File: config.mk
export PLATFORM = sky130hd
export DESIGN_NAME = bin2bcd_display_feed
export DESIGN_NICKNAME = d
export VERILOG_FILES = /design/src/rtl/bin2bcd_pkg.sv /design/src/rtl/bin2bcd_display_feed_add3.sv /design/src/rtl/bin2bcd_display_feed.sv
export SDC_FILE = /design/constraint.sdc
export NUM_CORES = 1
export LEC_CHECK = 0
export BUFFER_PORTS_ARGS = -buffer_cell sky130_fd_sc_hd__buf_2
export CAP_MARGIN = 15
export CORE_MARGIN = 2
export CORE_UTILIZATION = 40
export CTS_BUF_LIST = sky130_fd_sc_hd__clkbuf_4 sky130_fd_sc_hd__clkbuf_8
export CTS_CLUSTER_SIZE = 28
export DETAILED_ROUTE_END_ITERATION = 8
export SYNTH_ARGS = -nofsm -noshare
export SYNTH_HDL_FRONTEND = slang
export SYNTH_SLANG_ARGS = --single-unit
export TNS_END_PERCENT = 30
File: constraint.sdc
create_clock -name clk -period 2 [get_ports clk]
set_input_delay 0.6 -clock clk [delete_from_list [all_inputs] [get_ports clk]]
set_output_delay 0.6 -clock clk [all_outputs]
set_load 0.02 [all_outputs]
File: src/rtl/bin2bcd_pkg.sv
// bin2bcd_pkg: shared types, constants and helpers for the binary-to-BCD
// display feed.
//   bin2bcd_state_t : converter FSM states (IDLE, SHIFT, DONE)
//   BCD_NIBBLE_W    : bits per BCD digit
//   bcd_all_nines() : saturated all-9s word, low 'digits' nibbles populated
package bin2bcd_pkg;

  typedef enum logic [1:0] {
    IDLE  = 2'd0,
    SHIFT = 2'd1,
    DONE  = 2'd2
  } bin2bcd_state_t;

  localparam int BCD_NIBBLE_W = 4;
  localparam int MAX_DIGITS   = 16;
  localparam int MAX_BCD_W    = MAX_DIGITS * BCD_NIBBLE_W;

  // Caller truncates the result to its own 4*DIGITS width.
  function automatic logic [MAX_BCD_W-1:0] bcd_all_nines(input int digits);
    logic [MAX_BCD_W-1:0] w;
    w = '0;
    for (int i = 0; i < MAX_DIGITS; i++) begin
      if (i < digits) w[i*BCD_NIBBLE_W +: BCD_NIBBLE_W] = 4'd9;
    end
    return w;
  endfunction

endpackage

File: src/rtl/bin2bcd_display_feed_add3.sv
// bcd_add3_nibble: combinational double-dabble correction cell.
// Adds 3 to a BCD nibble that is 5 or more so the following left shift
// carries correctly into the next decimal digit. Pure 4-bit arithmetic:
// valid inputs (0..9) never need a carry out (9 -> 12).
//   nib_i : scratch nibble before correction
//   nib_o : corrected nibble
module bcd_add3_nibble (
  input  logic [3:0] nib_i,
  output logic [3:0] nib_o
);

  assign nib_o = (nib_i >= 4'd5) ? (nib_i + 4'd3) : nib_i;

endmodule

File: src/rtl/bin2bcd_display_feed.sv
// bin2bcd_display_feed: sequential shift-and-add-3 binary-to-BCD converter
// between the CPU output port register and the seven-segment driver.
// One shift per clock; a conversion takes W+2 cycles from accept to the
// next accept.
// Optional feature macro: BIN2BCD_LEADING_ZERO_BLANK_EN (leading-zero blank
// requests on digit_blank; when undefined digit_blank is tied low).
// Ports:
//   clk         : system clock
//   reset_n     : asynchronous active-low reset
//   bin_in      : binary value to convert (W bits)
//   in_valid    : bin_in valid; accepted when in_valid & in_ready
//   in_ready    : converter idle and able to accept
//   bcd_out     : packed BCD result, digit 0 in [3:0]; holds last result
//   out_valid   : one-cycle pulse when bcd_out/overflow were updated
//   overflow    : last result exceeded 10^DIGITS-1 and was saturated
//   digit_blank : per-digit leading-zero blank request
module bin2bcd_display_feed
  import bin2bcd_pkg::*;
#(
  parameter int W      = 16,
  parameter int DIGITS = 4
) (
  input  logic                           clk,
  input  logic                           reset_n,
  input  logic [W-1:0]                   bin_in,
  input  logic                           in_valid,
  output logic                           in_ready,
  output logic [DIGITS*BCD_NIBBLE_W-1:0] bcd_out,
  output logic                           out_valid,
  output logic                           overflow,
  output logic [DIGITS-1:0]              digit_blank
);

  localparam int BCD_W = DIGITS * BCD_NIBBLE_W;
  // One spare digit above the displayed ones catches values >= 10^DIGITS.
  localparam int SCR_W = (DIGITS + 1) * BCD_NIBBLE_W;
  localparam int CNT_W = (W > 1) ? $clog2(W) : 1;
  localparam logic [BCD_W-1:0] NINES = BCD_W'(bcd_all_nines(DIGITS));

  bin2bcd_state_t    state_q, state_d;
  logic [W-1:0]      bin_q, bin_d;
  logic [SCR_W-1:0]  scr_q, scr_d;
  logic [SCR_W-1:0]  scr_adj;
  logic [CNT_W-1:0]  cnt_q, cnt_d;
  logic [BCD_W-1:0]  bcd_q, bcd_d;
  logic              ovf_q, ovf_d;
  logic              vld_q, vld_d;
  logic              res_ovf;

  for (genvar g = 0; g <= DIGITS; g++) begin : g_add3
    bcd_add3_nibble u_add3 (
      .nib_i (scr_q[g*BCD_NIBBLE_W +: BCD_NIBBLE_W]),
      .nib_o (scr_adj[g*BCD_NIBBLE_W +: BCD_NIBBLE_W])
    );
  end

  // Saturate when the spare top digit is used or a displayed digit is
  // not a legal BCD value.
  always_comb begin
    res_ovf = (scr_q[SCR_W-1 -: BCD_NIBBLE_W] != '0);
    for (int i = 0; i < DIGITS; i++) begin
      if (scr_q[i*BCD_NIBBLE_W +: BCD_NIBBLE_W] > 4'd9) res_ovf = 1'b1;
    end
  end

`ifdef BIN2BCD_LEADING_ZERO_BLANK_EN
  logic [DIGITS-1:0] blank_q, blank_d;
  logic [DIGITS-1:0] blank_res;
  logic              zero_above;

  // Digit i is blanked when it and every higher digit are zero; digit 0
  // always shows so a zero result reads "0".
  always_comb begin
    blank_res  = '0;
    zero_above = 1'b1;
    for (int i = DIGITS - 1; i > 0; i--) begin
      zero_above   = zero_above & (scr_q[i*BCD_NIBBLE_W +: BCD_NIBBLE_W] == '0);
      blank_res[i] = zero_above;
    end
  end

  assign digit_blank = blank_q;
`else
  assign digit_blank = '0;
`endif

  always_comb begin
    state_d = state_q;
    bin_d   = bin_q;
    scr_d   = scr_q;
    cnt_d   = cnt_q;
    bcd_d   = bcd_q;
    ovf_d   = ovf_q;
    vld_d   = 1'b0;
`ifdef BIN2BCD_LEADING_ZERO_BLANK_EN
    blank_d = blank_q;
`endif
    unique case (state_q)
      IDLE: begin
        if (in_valid) begin
          bin_d   = bin_in;
          scr_d   = '0;
          cnt_d   = '0;
          state_d = SHIFT;
        end
      end
      SHIFT: begin
        // Correct all nibbles first, then shift the binary MSB into scratch.
        {scr_d, bin_d} = {scr_adj, bin_q} << 1;
        cnt_d = cnt_q + CNT_W'(1);
        if (cnt_q == CNT_W'(W - 1)) state_d = DONE;
      end
      DONE: begin
        vld_d = 1'b1;
        if (res_ovf) begin
          bcd_d = NINES;
          ovf_d = 1'b1;
`ifdef BIN2BCD_LEADING_ZERO_BLANK_EN
          blank_d = '0;
`endif
        end else begin
          bcd_d = scr_q[BCD_W-1:0];
          ovf_d = 1'b0;
`ifdef BIN2BCD_LEADING_ZERO_BLANK_EN
          blank_d = blank_res;
`endif
        end
        state_d = IDLE;
      end
      default: state_d = IDLE;
    endcase
  end

  always_ff @(posedge clk or negedge reset_n) begin
    if (!reset_n) begin
      state_q <= IDLE;
      bin_q   <= '0;
      scr_q   <= '0;
      cnt_q   <= '0;
      bcd_q   <= '0;
      ovf_q   <= 1'b0;
      vld_q   <= 1'b0;
`ifdef BIN2BCD_LEADING_ZERO_BLANK_EN
      blank_q <= '0;
`endif
    end else begin
      state_q <= state_d;
      bin_q   <= bin_d;
      scr_q   <= scr_d;
      cnt_q   <= cnt_d;
      bcd_q   <= bcd_d;
      ovf_q   <= ovf_d;
      vld_q   <= vld_d;
`ifdef BIN2BCD_LEADING_ZERO_BLANK_EN
      blank_q <= blank_d;
`endif
    end
  end

  assign in_ready  = (state_q == IDLE);
  assign bcd_out   = bcd_q;
  assign overflow  = ovf_q;
  assign out_valid = vld_q;

endmodule

* After elaboration in Yosys (flattened, before gate mapping)
Index checks and enable logic that the tools add are counted.
** Storage, ports and cells
- Flip-flop bits (word level) :: 60
- Bits of input ports :: 19
- Output and inout port bits :: 23
- Logic and storage cells :: 53
** Cells by class
- $add $sub $neg :: 6
- Magnitude comparators :: 9
- Equal/unequal tests :: 5
- Muxes and demuxes :: 21
- Reductions and logical operators :: 5
** Operators by type and width (number)
- case mux 20 bit (2 select lines) :: 1
- two-way mux 16 bit :: 2
- case mux 16 bit (2 select lines) :: 1
- greater-or-equal comparator 4 x 3 -> 1 bit, second input constant :: 5
- two-way mux 20 bit :: 1
- two-way mux 4 bit :: 5
- adder 4 x 2 -> 4 bit, second input constant :: 4
- greater-than comparator 4 bit, second input constant :: 4
- case mux 4 bit (2 select lines) :: 1
- two-way mux 1 bit :: 6
- adder 4 x 1 -> 4 bit, second input constant :: 1
- == test 4 bit, second input constant :: 1
- two-way mux 2 bit :: 2
- != test 2 bit, second input constant :: 2
- case mux 2 bit (2 select lines) :: 1
- AND reduction 2 bit :: 2
- nonzero test 4 bit :: 1
- adder 3 x 2 -> 3 bit, second input constant :: 1
- two-way mux 3 bit :: 1
- == test 2 x 1 -> 1 bit, second input constant :: 1
- == test 2 bit, second input constant :: 1
- zero test 2 bit :: 1
- nonzero test 2 bit :: 1

* Logic depth before layout (Yosys ltp)
Gate-level depths: netlist of the first run.
- Word-level depth :: 6
- Gate-level depth with buffers :: 7

* Hierarchy
A second synthesis of the first run with hierarchy kept.
** Second synthesis, totals
- Cells, all modules :: 297
- Area, all modules :: 3029.2 um^2
** Modules (own cells, without submodules)
- bin2bcd_display_feed :: times used 1, cells each 217, area each 2522.4 um^2, sequential area each 1501.4 um^2
- bcd_add3_nibble :: times used 5, cells each 16, area each 101.3 um^2, sequential area each 0.0 um^2

* Worst setup path after synthesis of the first run
OpenSTA, ideal clock, no wires.
- Kind :: reg2out
- Start :: register state_q[1]
- End :: output in_ready
- Arrival time :: 1.112 ns
- Slack :: 0.288 ns
- Stages on the path, launching flop included :: 4
- Cell sequence :: dfrtp_1 > clkbuf_1 > clkbuf_1 > nor2_1
** On the way
- Longest elaborated chain between the ends :: 1
** Ends and longest elaborated chain
- start: declaration :: line bin2bcd_display_feed.sv:40 : bin2bcd_state_t state_q, state_d;
- start signal: assignment :: line bin2bcd_display_feed.sv:147 : state_q <= state_d;
- zero test 2 bit :: line bin2bcd_display_feed.sv:160 : assign in_ready = (state_q == IDLE);
- end: declaration :: line bin2bcd_display_feed.sv:27 : output logic in_ready,
Every way passes these cells.

* Final worst setup path of the first run
Ends and elaborated chain as after synthesis.

==> results.yml, run 1 <==
placed_design:
  place_area_um2: 3280
  place_congestion: 0.749
  dpl.hpwl_um: 4220
  io_buffer_count: 37
power:
  p_leak_nw: 1.61
  p_total_mw: 5.27
  peakVddDrop_v: 0.000403
  p_per_area_nw_per_um2: 1510
routing:
  dr_total_vias: 2325
  firstDrtPassIters: 4
  routed_wl_um: 6440
  drc: 0
  vias_per_cell: 5.32
  first_iter_violations: 164
  drtAntennaViolNets: 0
  wl_per_cell_um: 14.7
synth:
  ys.flop_type: "dfrtp_1"
  ys_seq_area_frac: 0.507
  netlist_area_um2: 2960
  ys_ff_latch: 60
  synth_area_per_cell_um2: 10.2
  syn_inst: 289
  async_flop_share: 1.00
  synth_edf_count: 0
  synth_warnings: 0
  yosysUniqueCellTypes: 38
final_layout:
  final_area_um2: 3490
  final_cell_mix: "60 x dfrtp_1, 36 x buf_2, 29 x a21oi_1, 27 x o21ai_0, 17 x nor2b_1"
  postLayoutCoreUtil: 0.484
  final_common_cell: "dfrtp_1"
  area_growth_pct: 17.8
  insertedDiodeCount: 0
  fin_nets: 364
  drive_gt1_frac: 0.216
clocking:
  path_clk_slew_ns: 0.06
  clock_latency_ns: 0.33
  clk_path_buf_depth: 2
  cts_tree: "yes"
  cts_max_level: 3
  cts_repair_resize_count: 0
  cts_root_buf: "clkbuf_8"
  cts_made_buffers: 9
  cts_hold_buf: 0
  postCtsSetupRepairBufs: 0
  cts_sinks: 60
sta:
  finalCritPeriodShare: 0.946
  period_needed_ns: 1.89
  report.final.hold_viol_count: 0
  finalClockSkew_ns: 0.00529
  slew_viol_final: 0
  hold_slack_ns: 0.250
  setup_violations: 0
  relSlewSlack: 0.614
  final.setup.tns_ns: 0
  fmax_ghz: 0.528
  rsz0062_at_grt: "no"
  tightest_slew_ns: 0.577
setup_path:
  crit_chain: "buf_6 > buf_4 > nor2_1 > buf_4"
  path_depth: 4
  cp_slowest_cell: "dfrtp_1"
  crit_required_ns: 1.40
  end_kind: "output pin"
  worstSetupPathType: "reg2out"
  ff2ff_path_depth: 6
  crit_path_frequent_cell: "buf_4"
  cp_max_fo: 15
  cp_top_family: "buffers and inverters"
  crit_buf_inv: 3
  start_kind: "flip-flop"
  critical_path_arrival_ns: 1.29
  critPathMaxStageDelay_ns: 0.40
global_routing:
  grt_util_met3: 0.0436
  first_global_vias: 2207
  antenna_found_initial: 0
  grt_pass1_wl_um: 11100
  grt_usage: 0.167
  top_usage_layer: "met2"
  overflow: 0
  grt_start_max_net_pins: 61
  use_met2: 0.263
  grt.met1_usage: 0.226
run_status:
  outcome: "finished clean"
floorplan:
  die_w_um: 90.0
  rows: 31
  core_area_um2: 7210
  dieArea_um2: 8110
  ios: 42
  initial_core_util: 0.411
  dieHeight_um: 90.0
hold_path:
  hold_class: "in2async"
flow_run:
  cap_violations: 0
==> synthesized netlist by cell type, types with 6 or more instances <==
cell type / count / area (µm²)
dfrtp_1: 60 / 1500
a21oi_1: 29 / 145
o21ai_0: 27 / 135
nor2b_1: 18 / 113
a22oi_1: 15 / 113
nand2_1: 13 / 48.8
ha_1: 12 / 150
nor2_1: 12 / 45.0
inv_1: 10 / 37.5
o22ai_1: 9 / 56.3
nor3b_1: 8 / 60.1
nand2b_1: 7 / 43.8
a22o_1: 6 / 52.6
clkbuf_1: 6 / 22.5
==> where the power goes <==
group	total (mW)	leakage [nW]	switching [mW]	internal [mW]
Combinational	2.18	0.720	1.20	0.980
Clock	1.04	0.104	0.451	0.592
Sequential	2.05	0.787	0.395	1.65
Total	5.27	1.61	2.05	3.22
==> registers in the layout, summed over array words and instances, names as in the netlist <==
signal and count:
scr_q 20, bcd_out 16, bin_q 16, cnt_q 4, state_q 2, out_valid 1, overflow 1
==> metrics by stage <==
stage | std cells | setup WS, ns
global placement | 420 | 0.0109
floorplan | 292 | 0.288
finish | 437 | 0.107
global route | 437 | 0.0320
CTS | 436 | 0.0352
detailed placement | 420 | -0.0762
==> final timing paths <==
path	startpoint	slack (ns)	endpoint
setup / recovery	state_q[1]	0.11	in_ready
hold / removal	reset_n	0.25	scr_q[13]
setup reg to reg	scr_q[0]	0.22	bcd_out[15]
hold reg to reg	bcd_out[9]	0.48	bcd_out[9]
max in group asynchronous	reset_n	1.46	scr_q[10]
min in group clk	bcd_out[9]	0.48	bcd_out[9]
==> per-layer routing <==
metal | vias up | part of all wire | routed length (µm)
met2 | 48 | 0.47 | 3020
li1 | 1131 | - | -
met1 | 1136 | 0.47 | 3040
met3 | 10 | 0.046 | 293
met5 | - | 0 | 0
met4 | 0 | 0.014 | 91
==> final cells by class <==
| class | instances | area, µm² |
|---|---|---|
| Clock buffer | 15 | 188 |
| Clock inverter | 1 | 5.00 |
| Fill cell | 704 | 3720 |
| Inverter | 11 | 41.3 |
| Multi-Input combinational cell | 201 | 1330 |
| Sequential cell | 60 | 1500 |
| Tap cell | 99 | 124 |
| Timing Repair Buffer | 50 | 302 |
==> kinds of logic (layout without fill, tap and decap cells) <==
kind of cell | Yosys count | count (layout) | share of synthesized area
AND/OR/NAND/NOR | 70 | 70 | 0.129
XOR/XNOR | 5 | 5 | 0.0148
buffers and inverters | 31 | 77 | 0.0515
other | 1 | 4 | 0.00127
AO/OA/AOI/OAI | 110 | 110 | 0.246
adder cells (fa/ha/maj) | 12 | 12 | 0.0507
flip-flops | 60 | 60 | 0.507
(Power assumes the default switching activity.)
==> run 2: changes to the inputs <==
- clock period: 2 -> 2.4 ns (I/O delays scaled with it)
==> results.yml, run 2 (same netlist as run 1, synthesis figures left out) <==
final_layout:
  final_common_cell: "dfrtp_1"
  final_cells: 432
  regArea_um2: 1500
  insertedDiodeCount: 0
  regMostFlops: "scr_q"
  multi_input_area_um2: 1320
  drive_gt1_frac: 0.198
  area_growth_pct: 16.2
  fin_nets: 359
  final_cell_mix: "60 x dfrtp_1, 37 x buf_2, 29 x a21oi_1, 27 x o21ai_0, 17 x nor2b_1"
  fillers: 705
  postLayoutCoreUtil: 0.477
  final_area_um2: 3440
  largest_register_ffs: 20
routing:
  first_iter_violations: 115
  drc: 0
  drtAntennaViolNets: 0
  vias_per_cell: 5.29
  firstDrtPassIters: 4
  dr_total_vias: 2284
  wl_per_cell_um: 14.7
  routed_wl_um: 6370
floorplan:
  dieHeight_um: 90.0
  ios: 42
  core_area_um2: 7210
  dieArea_um2: 8110
  rows: 31
  initial_core_util: 0.411
  die_w_um: 90.0
run_status:
  outcome: "finished clean"
clocking:
  clock_latency_ns: 0.34
  cts_max_level: 3
  cts_made_buffers: 9
  cts_repair_resize_count: 0
  cts_tree: "yes"
  cts_root_buf: "clkbuf_8"
  clk_path_buf_depth: 2
  cts_hold_buf: 0
  postCtsSetupRepairBufs: 0
  path_clk_slew_ns: 0.06
  cts_sinks: 60
sta:
  finalClockSkew_ns: 0.00788
  finalCritPeriodShare: 0.851
  fin_ws_ns: 0.358
  hold_slack_ns: 0.378
  tightest_slew_ns: 0.794
  report.final.hold_viol_count: 0
  relSlewSlack: 0.471
  fmax_ghz: 0.490
  period_needed_ns: 2.04
  setup_violations: 0
  slew_viol_final: 0
  rsz0062_at_grt: "no"
  final.setup.tns_ns: 0
global_routing:
  grt_usage: 0.170
  overflow: 0
  grt_pass1_wl_um: 11100
  antenna_found_initial: 0
  first_global_vias: 2257
  grt_start_max_net_pins: 61
placed_design:
  io_buffer_count: 37
  pre_cts_ws_ns: 0.425
  place_area_um2: 3250
  place_congestion: 0.800
  place_inst: 416
  dpl.hpwl_um: 4150
setup_path:
  crit_required_ns: 1.68
  crit_buf_inv: 2
  critical_path_arrival_ns: 1.32
  critPathMaxStageDelay_ns: 0.47
  cp_slowest_cell: "dfrtp_1"
  crit_chain: "buf_4 > nor2_1 > buf_2"
  cp_top_family: "flip-flops"
  start_kind: "flip-flop"
  cp_max_fo: 15
  worstSetupPathType: "reg2out"
  end_kind: "output pin"
power:
  p_leak_nw: 1.59
  p_total_mw: 4.38
  p_per_area_nw_per_um2: 1270
  peakVddDrop_v: 0.000360
flow_run:
  cap_violations: 0
hold_path:
  hold_class: "in2async"
-- run 2: cell count changes in the layout (fill, tap and decap cells not counted), sizes merged --
cell / change
buf: -5
clkbuf: -1
bufinv: +1
-- run 2: layout make-up --
cell class,instances,share of cell area
inverters,11,0.0120
clock inverters,2,0.0102
multi-input cells,201,0.384
flip-flops and latches,60,0.436
clock buffers,14,0.0469
well taps,99,0.0360
repair buffers,45,0.0749
-- run 2: worst paths after layout --
| path | start | end | slack, ns | depth (start not counted) |
|---|---|---|---|---|
| min in group clk | bcd_out[1] | bcd_out[1] | 0.47 | 2 |
| setup reg to reg | scr_q[4] | bcd_out[0] | 0.45 | 6 |
| hold / removal | reset_n | bcd_out[13] | 0.38 | 2 |
| setup / recovery | state_q[0] | in_ready | 0.36 | 3 |
| hold reg to reg | bcd_out[1] | bcd_out[1] | 0.47 | 2 |
| max in group asynchronous | reset_n | scr_q[1] | 1.75 | 2 |
-- run 2: worst register-to-register path, delay by kind of cell (launching register included) --
family,cells,cell delay (ns)
AOI/OAI and AO/OA,1,0.13
buffers and inverters,1,0.16
DFF,1,0.40
adders and majority gates,1,0.27
and+or+nand+nor,3,0.86
-- run 2: per-layer routing --
metal	wire, µm	up-vias	share of wire	GRT usage
met4	126	0	0.020	0.0821
li1	-	1125	-	-
met3	159	12	0.025	0.0327
met1	3090	1111	0.48	0.236
met5	0	-	0	0
met2	3000	36	0.47	0.258
-- run 2: power by group --
part / leakage (nW) / internal, mW / total [mW] / switching [mW]
Combinational: 0.694 / 0.776 / 1.75 / 0.974
Clock: 0.106 / 0.537 / 0.911 / 0.374
Sequential: 0.787 / 1.38 / 1.72 / 0.344
==> run 3: changes to the inputs <==
- CORE_ASPECT_RATIO: unset -> 0.9
==> results.yml, run 3 (same netlist as run 1, synthesis figures left out) <==
floorplan:
  core_area_um2: 7110
  die_w_um: 94.7
  ios: 42
  dieArea_um2: 8110
  rows: 29
  dieHeight_um: 85.6
  initial_core_util: 0.416
global_routing:
  grt_start_max_net_pins: 61
  first_global_vias: 2216
  overflow: 0
  antenna_found_initial: 0
  grt_pass1_wl_um: 11100
  grt_usage: 0.175
routing:
  first_iter_violations: 136
  firstDrtPassIters: 4
  drtAntennaViolNets: 0
  drc: 0
  wl_per_cell_um: 15.4
  vias_per_cell: 5.43
  routed_wl_um: 6580
  dr_total_vias: 2322
clocking:
  cts_root_buf: "clkbuf_8"
  cts_repair_resize_count: 0
  clock_latency_ns: 0.32
  cts_max_level: 3
  postCtsSetupRepairBufs: 0
  cts_made_buffers: 9
  cts_tree: "yes"
  cts_sinks: 60
  cts_hold_buf: 0
  path_clk_slew_ns: 0.07
  clk_path_buf_depth: 2
final_layout:
  fin_nets: 362
  drive_gt1_frac: 0.203
  regMostFlops: "scr_q"
  largest_register_ffs: 20
  final_common_cell: "dfrtp_1"
  final_cell_mix: "60 x dfrtp_1, 37 x buf_2, 29 x a21oi_1, 27 x o21ai_0, 17 x nor2b_1"
  fillers: 708
  final_area_um2: 3440
  area_growth_pct: 16.1
  final_cells: 428
  insertedDiodeCount: 0
sta:
  final.setup.tns_ns: 0
  finalClockSkew_ns: 0.00798
  period_needed_ns: 2.06
  rsz0062_at_grt: "no"
  fmax_ghz: 0.484
  setup_violations: 0
  report.final.hold_viol_count: 0
  finalCritPeriodShare: 0.860
  slew_viol_final: 0
placed_design:
  place_area_um2: 3260
  dpl.hpwl_um: 4330
  place_inst: 413
  place_congestion: 0.815
  io_buffer_count: 37
run_status:
  outcome: "finished clean"
flow_run:
  cap_violations: 0
setup_path:
  rrSetupSlack_ns: 0.45
  critical_path_arrival_ns: 1.34
  timing.rr.start: "scr_q[0]"
  start_kind: "flip-flop"
  worstSetupPathType: "reg2out"
  crit_required_ns: 1.68
  cp_max_fo: 15
  end_kind: "output pin"
  r2r-end: "bcd_out[4]"
  ff2ff_path_depth: 6
power:
  peakVddDrop_v: 0.000371
  p_leak_nw: 1.59
  p_per_area_nw_per_um2: 1260
hold_path:
  hold_class: "in2async"
## run 3: changes by cell type in the layout (fill, tap and decap cells not counted)
cell	delta
bufinv_16	-1
clkbuf_4	-3
clkinv_2	+1
buf_4	+3
clkbuf_8	+2
## run 3: power breakdown
| part | internal (mW) | leakage (nW) | switching (mW) | total, mW |
|---|---|---|---|---|
| clock network | 0.446 | 0.0961 | 0.375 | 0.820 |
| logic | 0.798 | 0.710 | 1.02 | 1.81 |
| registers | 1.38 | 0.787 | 0.333 | 1.71 |
## run 3: how the worst max path moves through the flow
stage          startpoint          end  slack (ns)  depth (start not counted)
2_1_floorplan  state_q[1]     in_ready        0.57                          3
3_3_place_gp     scr_q[0]   bcd_out[0]        0.52                          6
3_5_place_dp     scr_q[8]  bcd_out[12]        0.45                          6
4_1_cts        state_q[1]     in_ready        0.32                          3
5_1_grt        state_q[1]     in_ready        0.25                          3
6_report       state_q[1]     in_ready        0.34                          3
## run 3: routing by layer
layer	global-route usage	routed length, µm	share of wire
met3	0.0439	277	0.042
met2	0.244	2930	0.45
met4	0.0672	55	0.0084
met1	0.260	3310	0.50
met5	0	0	0
## run 3: metrics by stage
stage               setup WS (ns)  utilization  hold slack (ns)  total power [mW]
floorplan                   0.568            -            0.424              3.02
global placement            0.516        0.458            0.466              3.50
detailed placement          0.453        0.458            0.472              3.52
CTS                         0.320        0.483            0.397              4.37
global route                0.255        0.483            0.402              4.72
finish                      0.335        0.483            0.381              4.34
## run 3: area by class of cell
cell class                      instances  area (µm²)  share of cell area
Inverter                               11        41.3              0.0120
Multi-Input combinational cell        201        1320               0.384
Clock buffer                           13         166              0.0484
Clock inverter                          2        10.0             0.00291
Timing Repair Buffer                   48         280              0.0815
Tap cell                               93         116              0.0339
Sequential cell                        60        1500               0.437
## run 3: worst max-delay path, stage by stage (launching register included)
cell and delay, ns:
dfrtp_1 0.53, buf_4 0.28, nor2_1 0.05, buf_2 0.16
